File: config.mk
export PLATFORM = sky130hd
export DESIGN_NAME = seg7_scan_driver
export DESIGN_NICKNAME = d
export VERILOG_FILES = /design/src/rtl/seg7_pkg.sv /design/src/rtl/bin2bcd_seq.sv /design/src/rtl/seg7_scan_driver.sv
export SDC_FILE = /design/constraint.sdc
export NUM_CORES = 1
export LEC_CHECK = 0
export CORE_ASPECT_RATIO = 2
export CORE_UTILIZATION = 36
export DETAILED_ROUTE_END_ITERATION = 8
export SETUP_SLACK_MARGIN = 0.4
export SYNTH_ARGS = -nofsm -noshare
export SYNTH_HDL_FRONTEND = slang
export SYNTH_SLANG_ARGS = --single-unit
File: constraint.sdc
create_clock -name clk -period 2.7 [get_ports clk]
set_input_delay 0.405 -clock clk [delete_from_list [all_inputs] [get_ports clk]]
set_output_delay 0.405 -clock clk [all_outputs]
set_load 0.01 [all_outputs]
File: src/rtl/seg7_pkg.sv
// -----------------------------------------------------------------------------
// seg7_pkg
// Shared types and constants for the three-digit seven-segment scan driver:
//   - converter FSM state encoding
//   - active-low segment patterns {g,f,e,d,c,b,a} and the blank pattern
//   - digit-index and BCD nibble types
//   - helper functions for segment decode and the double-dabble adjust step
// -----------------------------------------------------------------------------
package seg7_pkg;

    typedef enum logic [1:0] {
        ST_IDLE  = 2'd0,
        ST_SHIFT = 2'd1,
        ST_LOAD  = 2'd2
    } conv_state_e;

    typedef logic [1:0] digit_idx_t;
    typedef logic [3:0] bcd_nibble_t;

    localparam digit_idx_t IDX_UNITS    = 2'd0;
    localparam digit_idx_t IDX_TENS     = 2'd1;
    localparam digit_idx_t IDX_HUNDREDS = 2'd2;

    // Active-low segment patterns, bit order {g,f,e,d,c,b,a}
    localparam logic [6:0] SEG_0     = 7'h40;
    localparam logic [6:0] SEG_1     = 7'h79;
    localparam logic [6:0] SEG_2     = 7'h24;
    localparam logic [6:0] SEG_3     = 7'h30;
    localparam logic [6:0] SEG_4     = 7'h19;
    localparam logic [6:0] SEG_5     = 7'h12;
    localparam logic [6:0] SEG_6     = 7'h02;
    localparam logic [6:0] SEG_7     = 7'h78;
    localparam logic [6:0] SEG_8     = 7'h00;
    localparam logic [6:0] SEG_9     = 7'h10;
    localparam logic [6:0] SEG_BLANK = 7'h7F;

    // Decode one BCD nibble to its active-low pattern; non-decimal codes go dark.
    function automatic logic [6:0] seg_decode(input bcd_nibble_t nib);
        logic [6:0] pat;
        case (nib)
            4'd0:    pat = SEG_0;
            4'd1:    pat = SEG_1;
            4'd2:    pat = SEG_2;
            4'd3:    pat = SEG_3;
            4'd4:    pat = SEG_4;
            4'd5:    pat = SEG_5;
            4'd6:    pat = SEG_6;
            4'd7:    pat = SEG_7;
            4'd8:    pat = SEG_8;
            4'd9:    pat = SEG_9;
            default: pat = SEG_BLANK;
        endcase
        return pat;
    endfunction

    // Double-dabble correction: a nibble of 5 or more gets 3 added before the shift.
    function automatic bcd_nibble_t dd_adjust(input bcd_nibble_t nib);
        bcd_nibble_t res;
        if (nib >= 4'd5) begin
            res = nib + 4'd3;
        end else begin
            res = nib;
        end
        return res;
    endfunction

endpackage

File: src/rtl/bin2bcd_seq.sv
// -----------------------------------------------------------------------------
// bin2bcd_seq
// Free-running sequential binary-to-BCD converter (double dabble).
// One conversion every 10 cycles: IDLE (capture) -> 8 x SHIFT -> LOAD.
// Ports:
//   clk   in   system clock
//   reset in   asynchronous active-high reset
//   bin   in   8-bit binary value, sampled only in IDLE
//   bcd   out  {hundreds,tens,units} result; stable while load is high
//   load  out  high for the single LOAD cycle; consumer captures bcd on that edge
// -----------------------------------------------------------------------------
module bin2bcd_seq
    import seg7_pkg::*;
(
    input  logic        clk,
    input  logic        reset,
    input  logic [7:0]  bin,
    output logic [11:0] bcd,
    output logic        load
);

    conv_state_e state_q, state_d;
    logic [7:0]  shift_q, shift_d;
    logic [11:0] acc_q,   acc_d;
    logic [2:0]  iter_q,  iter_d;
    logic [11:0] adj_s;

    // Per-nibble add-3 correction applied to the accumulator before each shift
    always_comb begin
        adj_s = {dd_adjust(acc_q[11:8]), dd_adjust(acc_q[7:4]), dd_adjust(acc_q[3:0])};
    end

    // Next-state and datapath for the IDLE/SHIFT/LOAD engine
    always_comb begin
        state_d = state_q;
        shift_d = shift_q;
        acc_d   = acc_q;
        iter_d  = iter_q;
        case (state_q)
            ST_IDLE: begin
                shift_d = bin;
                acc_d   = 12'd0;
                iter_d  = 3'd0;
                state_d = ST_SHIFT;
            end
            ST_SHIFT: begin
                // Shift {accumulator, binary} left by one; hundreds never exceeds 2,
                // so adj_s[11] is always zero and nothing is lost off the top.
                {acc_d, shift_d} = {adj_s[10:0], shift_q, 1'b0};
                iter_d = iter_q + 3'd1;
                if (iter_q == 3'd7) begin
                    state_d = ST_LOAD;
                end else begin
                    state_d = ST_SHIFT;
                end
            end
            ST_LOAD: begin
                state_d = ST_IDLE;
            end
            default: begin
                state_d = ST_IDLE;
            end
        endcase
    end

    // Converter state registers
    always_ff @(posedge clk or posedge reset) begin
        if (reset) begin
            state_q <= ST_IDLE;
            shift_q <= 8'd0;
            acc_q   <= 12'd0;
            iter_q  <= 3'd0;
        end else begin
            state_q <= state_d;
            shift_q <= shift_d;
            acc_q   <= acc_d;
            iter_q  <= iter_d;
        end
    end

    // Result and load strobe are straight decodes of registered state
    always_comb begin
        bcd  = acc_q;
        load = (state_q == ST_LOAD);
    end

endmodule

File: src/rtl/seg7_scan_driver.sv
// -----------------------------------------------------------------------------
// seg7_scan_driver
// Drives a three-digit common-anode seven-segment display from an 8-bit count.
// The value is converted to BCD continuously, leading zeros are blanked and
// the digits are time-multiplexed with a programmable scan divider.
// Parameters:
//   SCAN_DIV  cycles each digit stays selected (>= 2)
// Ports:
//   clk    in   system clock
//   reset  in   asynchronous active-high reset
//   value  in   unsigned count 0..255
//   seg    out  segment drive {g,f,e,d,c,b,a}, active-low, registered
//   an     out  digit enables {hundreds,tens,units}, active-low, registered
//   valid  out  high once the first conversion has reached the digit registers
// -----------------------------------------------------------------------------
module seg7_scan_driver
    import seg7_pkg::*;
#(
    parameter int SCAN_DIV = 50000
)
(
    input  logic       clk,
    input  logic       reset,
    input  logic [7:0] value,
    output logic [6:0] seg,
    output logic [2:0] an,
    output logic       valid
);

    localparam int                DIV_W    = $clog2(SCAN_DIV);
    localparam logic [DIV_W-1:0] DIV_LAST = DIV_W'(SCAN_DIV - 1);

    logic [11:0] bcd_s;
    logic        load_s;

    bcd_nibble_t hund_q,  hund_d;
    bcd_nibble_t tens_q,  tens_d;
    bcd_nibble_t units_q, units_d;
    logic        valid_q, valid_d;

    logic [DIV_W-1:0] div_q, div_d;
    digit_idx_t       idx_q, idx_d;

    logic [6:0]  seg_q, seg_d;
    logic [2:0]  an_q,  an_d;

    bcd_nibble_t sel_digit_s;
    logic        sel_blank_s;
    logic [2:0]  an_sel_s;

    bin2bcd_seq u_bin2bcd (
        .clk   (clk),
        .reset (reset),
        .bin   (value),
        .bcd   (bcd_s),
        .load  (load_s)
    );

    // Digit registers only change on the converter's LOAD strobe
    always_comb begin
        if (load_s) begin
            hund_d  = bcd_s[11:8];
            tens_d  = bcd_s[7:4];
            units_d = bcd_s[3:0];
            valid_d = 1'b1;
        end else begin
            hund_d  = hund_q;
            tens_d  = tens_q;
            units_d = units_q;
            valid_d = valid_q;
        end
    end

    // Scan divider and digit index: index advances units->tens->hundreds on wrap
    always_comb begin
        div_d = div_q;
        idx_d = idx_q;
        if (div_q == DIV_LAST) begin
            div_d = {DIV_W{1'b0}};
            if (idx_q == IDX_HUNDREDS) begin
                idx_d = IDX_UNITS;
            end else begin
                idx_d = idx_q + 2'd1;
            end
        end else begin
            div_d = div_q + DIV_W'(1);
        end
    end

    // Digit select and leading-zero blanking for the current index
    always_comb begin
        sel_digit_s = units_q;
        sel_blank_s = 1'b1;
        an_sel_s    = 3'b111;
        case (idx_q)
            IDX_UNITS: begin
                sel_digit_s = units_q;
                sel_blank_s = ~valid_q;
                an_sel_s    = 3'b110;
            end
            IDX_TENS: begin
                sel_digit_s = tens_q;
                sel_blank_s = ~valid_q | ((hund_q == 4'd0) && (tens_q == 4'd0));
                an_sel_s    = 3'b101;
            end
            IDX_HUNDREDS: begin
                sel_digit_s = hund_q;
                sel_blank_s = ~valid_q | (hund_q == 4'd0);
                an_sel_s    = 3'b011;
            end
            default: begin
                sel_digit_s = 4'd0;
                sel_blank_s = 1'b1;
                an_sel_s    = 3'b111;
            end
        endcase
        if (sel_blank_s) begin
            seg_d = SEG_BLANK;
            an_d  = 3'b111;
        end else begin
            seg_d = seg_decode(sel_digit_s);
            an_d  = an_sel_s;
        end
    end

    // All state and output registers; outputs are built from registered index and
    // digits, so a LOAD coinciding with a scan step shows both changes in one frame
    always_ff @(posedge clk or posedge reset) begin
        if (reset) begin
            hund_q  <= 4'd0;
            tens_q  <= 4'd0;
            units_q <= 4'd0;
            valid_q <= 1'b0;
            div_q   <= {DIV_W{1'b0}};
            idx_q   <= IDX_UNITS;
            seg_q   <= SEG_BLANK;
            an_q    <= 3'b111;
        end else begin
            hund_q  <= hund_d;
            tens_q  <= tens_d;
            units_q <= units_d;
            valid_q <= valid_d;
            div_q   <= div_d;
            idx_q   <= idx_d;
            seg_q   <= seg_d;
            an_q    <= an_d;
        end
    end

    // Drive ports from their registers
    always_comb begin
        seg   = seg_q;
        an    = an_q;
        valid = valid_q;
    end

endmodule

==> results.json, run 1 <==
{
  "cts_tree": "built",
  "wl_um": 6180,
  "synth_adder_area_share_pct": 7.68,
  "grt_pass1_vias": 2268,
  "path_depth": 10,
  "die_h_um": 137,
  "initial_core_util_pct": 37.4,
  "fmax_mhz": 473,
  "synthMuxAreaShare_pct": 5.61,
  "drtIter0Drc": 159,
  "status": "complete, no violations",
  "period_minus_slack_ps": 2110,
  "syn_to_final_growth_pct": 22.5,
  "clock-sinks": 66,
  "tightest_slew_ps": 657,
  "final_cell_mix": "56 x dfrtp_1, 45 x nand2_1, 39 x o21ai_0, 20 x clkdlybuf4s50_1, 18 x nor2_1",
  "die_w_um": 69.3,
  "rsz0062_at_grt": "false",
  "clk_pin_slew_ps": 60,
  "avgSynthCellArea_um2": 10.3,
  "ctsHoldBuffers": 0,
  "postSynthNetCount": 345,
  "fin_nets": 376,
  "min_path_type": "input pin to async pin",
  "cap_violations": 0,
  "setup_slack_ps": 586,
  "synth-xor-area-share_pct": 4.57,
  "synth_top_flop_cell": "dfrtp_1",
  "crit_buf_inv": 3,
  "crit_required_ps": 2970,
  "synth_edf_count": 0,
  "fin_crit_sh_pct": 78.3,
  "path_cells": "inv_2 > ha_4 > a222oi_1 > buf_4 > nor2_1 > inv_1 > ha_1 > mux2_2 > a22o_1 > nand2_1",
  "clock_skew_ps": 6.04,
  "power_switching_mw": 0.912,
  "clockRootBuffer": "clkbuf_16",
  "grtUsageTotal_pct": 14.5,
  "start_kind": "register",
  "slew_headroom_pct": 56.2,
  "combPwrFrac_pct": 23.1,
  "fin_tns_setup_ps": 0,
  "dieArea_um2": 9460,
  "maxSlewViolCount": 0,
  "dpl.hpwl_um": 4520,
  "drcViolationCount": 0,
  "synth_cell_types": 44,
  "dr.pass1.iters": 4,
  "gp_congestion": 0.767,
  "synthArstFlopShare_pct": 100,
  "cpMaxStageDelayCell": "dfrtp_1",
  "finalHoldViolCount": 0,
  "num_rows": 48,
  "leakagePower_nw": 1.79,
  "n_antenna_cell": 0,
  "met3_usage_pct": 2.95,
  "worstSetupPathType": "register to register",
  "powerDensity_nw_per_um2": 833,
  "fp.coreArea_um2": 8710,
  "crit_family": "buffers and inverters",
  "grt_pass1_wl_um": 10600,
  "synthSimpleGateAreaFrac_pct": 15.7,
  "io_buffers": 20,
  "use_met2_pct": 26.3,
  "routed_via_density": 5.16,
  "grt_antenna_before_repair": 0,
  "clk_latency_ps": 330,
  "internal_power_mw": 2.41,
  "ir_drop_mv": 0.549,
  "cts-buffers-inserted": 9,
  "ys_ff_latch": 66,
  "grt_max_degree": 37,
  "synth_top_family_by_area": "simple AND/OR/NAND/NOR gates",
  "h-tree-depth": 3,
  "end_kind": "register",
  "ant_nets": 0,
  "wire_per_inst_um": 13.7,
  "synth.cell_area_um2": 3260,
  "switching_share_pct": 27.4,
  "critPathMaxStageDelay_ps": 420,
  "synth-compound-area-share_pct": 11.7,
  "seqPwrFrac_pct": 39.1,
  "p_clk_share_pct": 37.8,
  "arrival_ps": 2390,
  "ys_seq_area_share_pct": 51.1,
  "met1_usage_pct": 15.2,
  "ios": 21,
  "grt-ovfl-total": 0,
  "final_common_cell": "dfrtp_1",
  "cp_max_fo": 6,
  "grt_busiest_layer": "met2",
  "clock_path_buffers": 2,
  "rr_worst_depth": 10,
  "layout-drive-gt1-share_pct": 18.2,
  "final-setup-viol-count": 0,
  "synth_warnings": 0,
  "vias": 2328,
  "dpl_worst_slack_ps": 509,
  "syn_inst": 315
}
==> routing by layer <==
layer | routed length [um] | vias to the layer above
met4 | 172 | 0
met5 | 0 | -
li1 | - | 1146
met3 | 161 | 15
met1 | 2380 | 1133
met2 | 3470 | 34
==> state kept, by name, indices dropped and copies added, names as in the netlist <==
name	flops
u_bin2bcd.shift_q	8
u_bin2bcd.state_q	2
u_bin2bcd.iter_q	3
valid	1
seg	7
an	3
units_q	4
tens_q	4
idx_q	2
u_bin2bcd.bcd	12
hund_q	4
div_q	16
==> logic make-up (layout without fill, tap and decap cells) <==
group | after synthesis | in the layout
mux | 17 | 17
flops | 66 | 66
fa+ha+maj | 20 | 20
simple gates | 101 | 101
buf+inv | 31 | 67
xor+xnor | 17 | 17
compound gates | 63 | 63
==> worst paths after layout <==
path / start / end / slack [ps]
hold / removal: reset / div_q[2] / 440
setup reg to reg: idx_q[0] / seg[4] / 590
min in group clk: u_bin2bcd.shift_q[6] / u_bin2bcd.shift_q[6] / 490
hold reg to reg: u_bin2bcd.shift_q[6] / u_bin2bcd.shift_q[6] / 490
setup / recovery: idx_q[0] / seg[4] / 590
max in group asynchronous: reset / seg[6] / 1610
==> Yosys cell counts, types with 7 or more instances <==
master | number | share of area (%)
xor2_1 | 8 | 2.2
inv_1 | 16 | 1.8
o21ai_0 | 39 | 6.0
dfstp_2 | 10 | 8.1
mux2_2 | 10 | 3.5
nand2_1 | 45 | 5.2
ha_1 | 20 | 7.7
nand2b_1 | 7 | 1.3
clkbuf_1 | 11 | 1.3
mux2i_1 | 7 | 2.2
dfrtp_1 | 56 | 43
nor2_1 | 18 | 2.1
xnor2_1 | 9 | 2.4
==> stage by stage <==
| step | hold WS (ps) | cell area [um^2] | utilization [%] | cells | total power [mW] |
|---|---|---|---|---|---|
| floorplan | 450 | 3260 | - | 315 | 1.81 |
| finish | 445 | 3990 | 45.8 | 451 | 3.33 |
| CTS | 457 | 3940 | 45.2 | 448 | 3.37 |
| global route | 517 | 3990 | 45.8 | 451 | 3.54 |
| detailed placement | 474 | 3610 | 41.4 | 432 | 2.09 |
| global placement | 463 | 3610 | 41.4 | 432 | 2.06 |
==> timing repair <==
action / CTS / global route
resized for setup: 0 / 8
endpoints found under the setup margin: 0 / 4
setup buffers: 0 / 3
==> final cells by class <==
cell class | instances | area (um^2)
clock buffers | 10 | 239
flip-flops and latches | 66 | 1660
multi-input cells | 218 | 1510
clock inverters | 6 | 88.8
fillers | 778 | 4720
repair buffers | 34 | 305
well taps | 100 | 125
inverters | 17 | 63.8
==> power groups by stage <==
stage	Combinational (mW)	Sequential, mW	Clock [mW]
2_1_floorplan	0.496	1.31	0
3_3_place_gp	0.743	1.32	0
3_5_place_dp	0.764	1.32	0
4_1_cts	0.767	1.30	1.29
5_1_grt	0.876	1.33	1.33
6_report	0.768	1.30	1.26
Power figures use the tool's default switching activity.
==> run 2: changes to the inputs <==
Clock period 2.7 ns to 2 ns, I/O delays scaled along.
==> run 2 against run 1 <==
  * Clock power rose by 35%
  * Clock skew barely moved
  * Via count rose by 8.4%
  * Combinational power rose by 73%
  * Register-to-register slack got worse by 560 ps
  * Clock-buffer cell count rose by 4
  * Die area did not move
  * Hold slack got worse by 110 ps
  * Critical endpoint is now seg[1]
==> results.json, run 2 (synthesis gave the netlist of run 1 again) <==
{
  "final_cell_mix": "53 x dfrtp_1, 41 x nand2_1, 39 x buf_4, 30 x o21ai_0, 12 x nor2_1",
  "grt-ovfl-total": 0,
  "clock-sinks": 66,
  "drcViolationCount": 0,
  "start_kind": "register",
  "clockRootBuffer": "clkbuf_16",
  "dpl_worst_slack_ps": -31.7,
  "io_buffers": 20,
  "design_area_um2": 4450,
  "grt_pass1_wl_um": 11600,
  "n_antenna_cell": 0,
  "gp_congestion": 0.787,
  "clk_latency_ps": 330,
  "grt_pass1_vias": 2518,
  "fin_nets": 411,
  "clock_skew_ps": 6.02,
  "top_layer": "met4",
  "tightest_slew_ps": 704,
  "cts-buffers-inserted": 9,
  "die_w_um": 69.3,
  "layout-drive-gt1-share_pct": 35.2,
  "cpMaxStageDelayCell": "dfrtp_1",
  "period_minus_slack_ps": 1980,
  "final_common_cell": "dfrtp_1",
  "path_cells": "buf_6 > ha_4 > a222oi_1 > or2_4 > ha_2 > nor2_2 > nor2_1 > o21ai_1",
  "ir_drop_mv": 0.683,
  "wl_met3_um": 206,
  "finalHoldViolCount": 0,
  "grtUsageTotal_pct": 15.6,
  "setup_slack_ps": 20.9,
  "dr.pass1.iters": 4,
  "wl_met1_um": 2620,
  "crit_required_ps": 2250,
  "utilization_pct": 51.1,
  "vias": 2523,
  "fmax_mhz": 505,
  "clk_pin_slew_ps": 60,
  "hold_slack_ps": 338,
  "clock_path_buffers": 2,
  "fp.coreArea_um2": 8710,
  "slew_headroom_pct": 53.1,
  "routed_via_density": 5.19,
  "finalPower_mw": 4.80,
  "h-tree-depth": 3,
  "ios": 21,
  "reg2reg_slack_ps": 20,
  "rr_worst_depth": 8,
  "die_h_um": 137,
  "num_rows": 48,
  "dpl_cell_area_um2": 3670,
  "cts_tree": "built",
  "worstSetupPathType": "register to register",
  "cp_max_fo": 4,
  "end_kind": "register",
  "dr_wl_met2_um": 3960,
  "min_path_type": "input pin to async pin",
  "dieArea_um2": 9460,
  "critPathMaxStageDelay_ps": 410,
  "wire_per_inst_um": 14.3,
  "final-setup-viol-count": 0,
  "powerDensity_nw_per_um2": 1080,
  "syn_to_final_growth_pct": 36.5,
  "largest_register_ffs": 16,
  "initial_core_util_pct": 37.4,
  "ant_nets": 0,
  "grt_antenna_before_repair": 0,
  "grt_max_degree": 40,
  "drtIter0Drc": 115,
  "fin_crit_sh_pct": 99.0,
  "wl_um": 6970,
  "cap_violations": 0,
  "regMostFlops": "div_q",
  "rsz0062_at_grt": "true",
  "dpl.hpwl_um": 4450,
  "leakagePower_nw": 1.99,
  "status": "complete, no violations",
  "ctsHoldBuffers": 0,
  "maxSlewViolCount": 0,
  "arrival_ps": 2230
}
-- run 2: cell types whose count changed in the layout (fill, tap and decap cells not counted), sizes merged --
cell / change
buf: +35
clkdlybuf4s50: -10
dlygate4sd2: +10
clkbuf: +4
inv: -2
clkinv: -1
clkinvlp: -1
-- run 2: through the flow --
step	setup TNS (ps)	instances
floorplan	0	315
global placement	0	437
detailed placement	-62.3	437
CTS	0	475
global route	-107	486
finish	0	486
-- run 2: worst paths after layout --
check / from / to
setup / recovery: idx_q[1] / seg[1]
hold / removal: reset / div_q[1]
setup reg to reg: idx_q[1] / seg[1]
hold reg to reg: u_bin2bcd.shift_q[2] / u_bin2bcd.shift_q[2]
max in group asynchronous: reset / seg[1]
min in group clk: u_bin2bcd.shift_q[2] / u_bin2bcd.shift_q[2]
-- run 2: area by class of cell --
class | instances | area [um^2]
fill | 734 | 4260
tap | 100 | 125
clock buffer | 14 | 264
multi-input combinational | 218 | 1670
sequential | 66 | 1670
inverter | 17 | 67.6
timing repair buffer | 69 | 596
clock inverter | 2 | 60.1
-- run 2: power breakdown --
group / switching, mW / leakage, nW / internal [mW]
clock: 0.537 / 0.157 / 1.16
combinational: 0.639 / 1.00 / 0.694
sequential: 0.167 / 0.830 / 1.60
-- run 2: worst max-delay path: cells and delay by family (launching register included) --
| family | cells | cell delay [ps] |
|---|---|---|
| buf+inv | 1 | 140 |
| flops | 1 | 410 |
| simple gates | 3 | 390 |
| compound gates | 2 | 510 |
| fa+ha+maj | 2 | 480 |
-- run 2: timing repair --
| action | CTS | global route |
|---|---|---|
| endpoints found under the hold margin | 0 | 0 |
| pin swaps | 19 | 22 |
| setup endpoints to repair | 31 | 29 |
| resized for setup | 42 | 39 |
| gates cloned | 1 | 1 |
| buffers inserted | 21 | 10 |
-- run 2: routing by layer --
layer	track usage (%)	up-vias
met5	0	-
met4	7.71	0
met3	4.34	14
met2	29.7	56
met1	15.2	1230
li1	-	1223
==> run 3: changes to the inputs <==
Settings changed: SYNTH_HIERARCHICAL set to 1.
==> run 3 against run 2 <==
  * Critical path type unchanged
  * Highest routed layer unchanged
  * Sequential cell count is the same
  * Sequential share of layout area grew 2.1 points
  * Power shrank 8.5%
  * Clock-buffer cell count shrank 2
  * First-iteration DRC count grew 6.1%
  * Combinational power shrank 17%
  * Global-route usage shrank 1.2 points
  * Sequential power is essentially flat
  * Via count shrank 8.7%
  * Critical endpoint is now seg[0]
  * Die area grew 0.75%
  * Register-to-register slack gained 70 ps
==> results.json, run 3 <==
{
  "status": "complete, no violations",
  "cpMaxStageDelayCell": "dfrtp_2",
  "synth_warnings": 6,
  "ys_seq_area_share_pct": 50.7,
  "path_cells": "inv_4 > ha_4 > a222oi_1 > or2_4 > inv_2 > ha_4 > o21a_1 > a211oi_2 > o21ai_1",
  "start_kind": "register",
  "maxSlewViolCount": 0,
  "nFillCells": 791,
  "clock_path_buffers": 2,
  "syn_to_final_growth_pct": 28.3,
  "clk_latency_ps": 330,
  "synth.cell_area_um2": 3280,
  "finalHoldViolCount": 0,
  "grt-ovfl-total": 0,
  "n_antenna_cell": 0,
  "min_path_type": "input pin to async pin",
  "hold_slack_ps": 363,
  "die_w_um": 69.5,
  "cts_tree": "built",
  "finalNonFillerCells": 453,
  "leakagePower_nw": 1.90,
  "postSynthNetCount": 325,
  "vias": 2304,
  "ys_ff_latch": 66,
  "ctsHoldBuffers": 0,
  "fin_nets": 377,
  "drtIter0Drc": 122,
  "fmax_mhz": 524,
  "gp_congestion": 0.798,
  "layout-drive-gt1-share_pct": 32.2,
  "grt_max_degree": 42,
  "r2r_start": "idx_q[1]",
  "dp.cells": 421,
  "dieArea_um2": 9530,
  "clk_pin_slew_ps": 50,
  "final_common_cell": "dfrtp_1",
  "grtUsageTotal_pct": 14.5,
  "crit_required_ps": 2240,
  "synth.area.top_cells": "dfrtp_1 43%, dfstp_2 8.0%, ha_1 7.6%",
  "synth.top_cell.area_share_pct": 42.7,
  "grt_antenna_before_repair": 0,
  "grt_pass1_vias": 2352,
  "ant_nets": 0,
  "synthArstFlopShare_pct": 100,
  "die_h_um": 137,
  "wl_um": 6380,
  "num_rows": 49,
  "rsz0062_at_grt": "true",
  "end_kind": "register",
  "rr_worst_depth": 9,
  "tightest_slew_ps": 509,
  "h-tree-depth": 3,
  "clockRootBuffer": "clkbuf_16",
  "multi_input_comb_area_um2": 1630,
  "routed_via_density": 5.09,
  "arrival_ps": 2150,
  "r2r_end": "seg[0]",
  "crit_buf_inv": 2,
  "synth_top_flop_cell": "dfrtp_1",
  "final-setup-viol-count": 0,
  "seq_area_um2": 1670,
  "synth_most_common_cell": "dfrtp_1",
  "initial_core_util_pct": 36.9,
  "fp.coreArea_um2": 8890,
  "dr.pass1.iters": 4,
  "worstSetupPathType": "register to register",
  "clock_skew_ps": 8.58,
  "fin_tns_setup_ps": 0,
  "critPathMaxStageDelay_ps": 420,
  "wire_per_inst_um": 14.1,
  "cts-buffers-inserted": 9,
  "crit_top_cell": "ha_4",
  "cap_violations": 0,
  "synthTopCellsByCount": "56 x dfrtp_1, 33 x nand2_1, 20 x ha_1",
  "dpl.hpwl_um": 4430,
  "ir_drop_mv": 0.637,
  "ios": 21,
  "powerDensity_nw_per_um2": 1040,
  "period_minus_slack_ps": 1910,
  "syn_inst": 295,
  "fin_crit_sh_pct": 95.4,
  "synth_edf_count": 0,
  "synth_cell_types": 46,
  "yosysTopAreaCell": "dfrtp_1",
  "utilization_pct": 47.4,
  "cp_max_fo": 4,
  "final_cell_mix": "52 x dfrtp_1, 32 x buf_4, 31 x nand2_1",
  "regMostFlops": "div_q",
  "crit_family": "compound AO/OA/AOI/OAI gates",
  "largest_register_ffs": 16,
  "drcViolationCount": 0,
  "reg2reg_slack_ps": 90,
  "io_buffers": 20,
  "clock-sinks": 66,
  "grt_pass1_wl_um": 10800,
  "slew_headroom_pct": 66.1,
  "avgSynthCellArea_um2": 11.1
}
## run 3: cell types whose count changed after synthesis, sizes merged, moves of 3 or more
| cell | previous run | this run |
|---|---|---|
| o211ai | 0 | 4 |
| buf | 3 | 10 |
| and2 | 0 | 3 |
| nor3b | 4 | 1 |
| mux2 | 10 | 16 |
| a32o | 0 | 5 |
| clkbuf | 11 | 3 |
| inv | 17 | 13 |
| nand2 | 45 | 34 |
| o21ai | 39 | 20 |
| a22o | 3 | 8 |
## run 3: power by group
part	total (mW)	switching, mW	leakage, nW	internal, mW
Combinational	1.10	0.518	0.926	0.584
Clock	1.52	0.531	0.142	0.986
Sequential	1.77	0.180	0.829	1.59
Total	4.39	1.23	1.90	3.16
## run 3: cells by family (layout without fill, tap and decap cells)
family	count (synthesis)	after routing	share of synthesized area, %
XOR/XNOR	17	17	4.53
buffers and inverters	26	82	4.15
AO/OA/AOI/OAI	54	54	11.8
adder cells (fa/ha/maj)	20	20	7.62
AND/OR/NAND/NOR	89	89	13.6
multiplexers	23	23	7.62
flip-flops	66	66	50.7
## run 3: repair_timing
item	CTS	global route
endpoints found under the setup margin	19	11
gates cloned	0	0
pin swaps	9	7
gates resized for setup	27	16
setup buffers	9	8
## run 3: worst min-delay path: stages
cell and delay, ps:
clkdlybuf4s50_1 420, inv_1 60, buf_4 310
## run 3: cell type report
type / instances / area share (%)
sequential: 66 / 39.6
multi-input combinational: 203 / 38.6
clock buffer: 12 / 5.85
inverter: 13 / 1.22
clock inverter: 3 / 0.951
timing repair buffer: 54 / 10.7
tap: 102 / 3.03
## run 3: layer usage
| layer | vias up | share of wire, % | wire length, um | track usage [%] |
|---|---|---|---|---|
| li1 | 1133 | - | - | - |
| met4 | 0 | 1.9 | 123 | 7.82 |
| met5 | - | 0 | 0 | 0 |
| met2 | 31 | 57 | 3650 | 27.0 |
| met1 | 1131 | 39 | 2480 | 15.0 |
| met3 | 9 | 2.1 | 131 | 2.87 |
## run 3: stage by stage
step	cell area, um^2	setup WS, ps	power (mW)
6_report	4210	91.4	4.39
5_1_grt	4210	-2.13	4.65
3_5_place_dp	3690	-31.8	2.83
2_1_floorplan	3320	130	2.46
4_1_cts	4090	78.9	4.42
3_3_place_gp	3690	6.21	2.80
## run 3: worst max-delay path by stage
stage                     endpoint  startpoint  slack, ps  depth (start not counted)
after floorplan             seg[4]    idx_q[1]        130                          6
after global placement      seg[3]    idx_q[1]          6                          9
after detailed placement    seg[3]    idx_q[1]        -30                          9
after CTS                   seg[3]    idx_q[0]         80                          9
after global routing        seg[0]    idx_q[0]         -2                          9
final                       seg[0]    idx_q[1]         90                          9
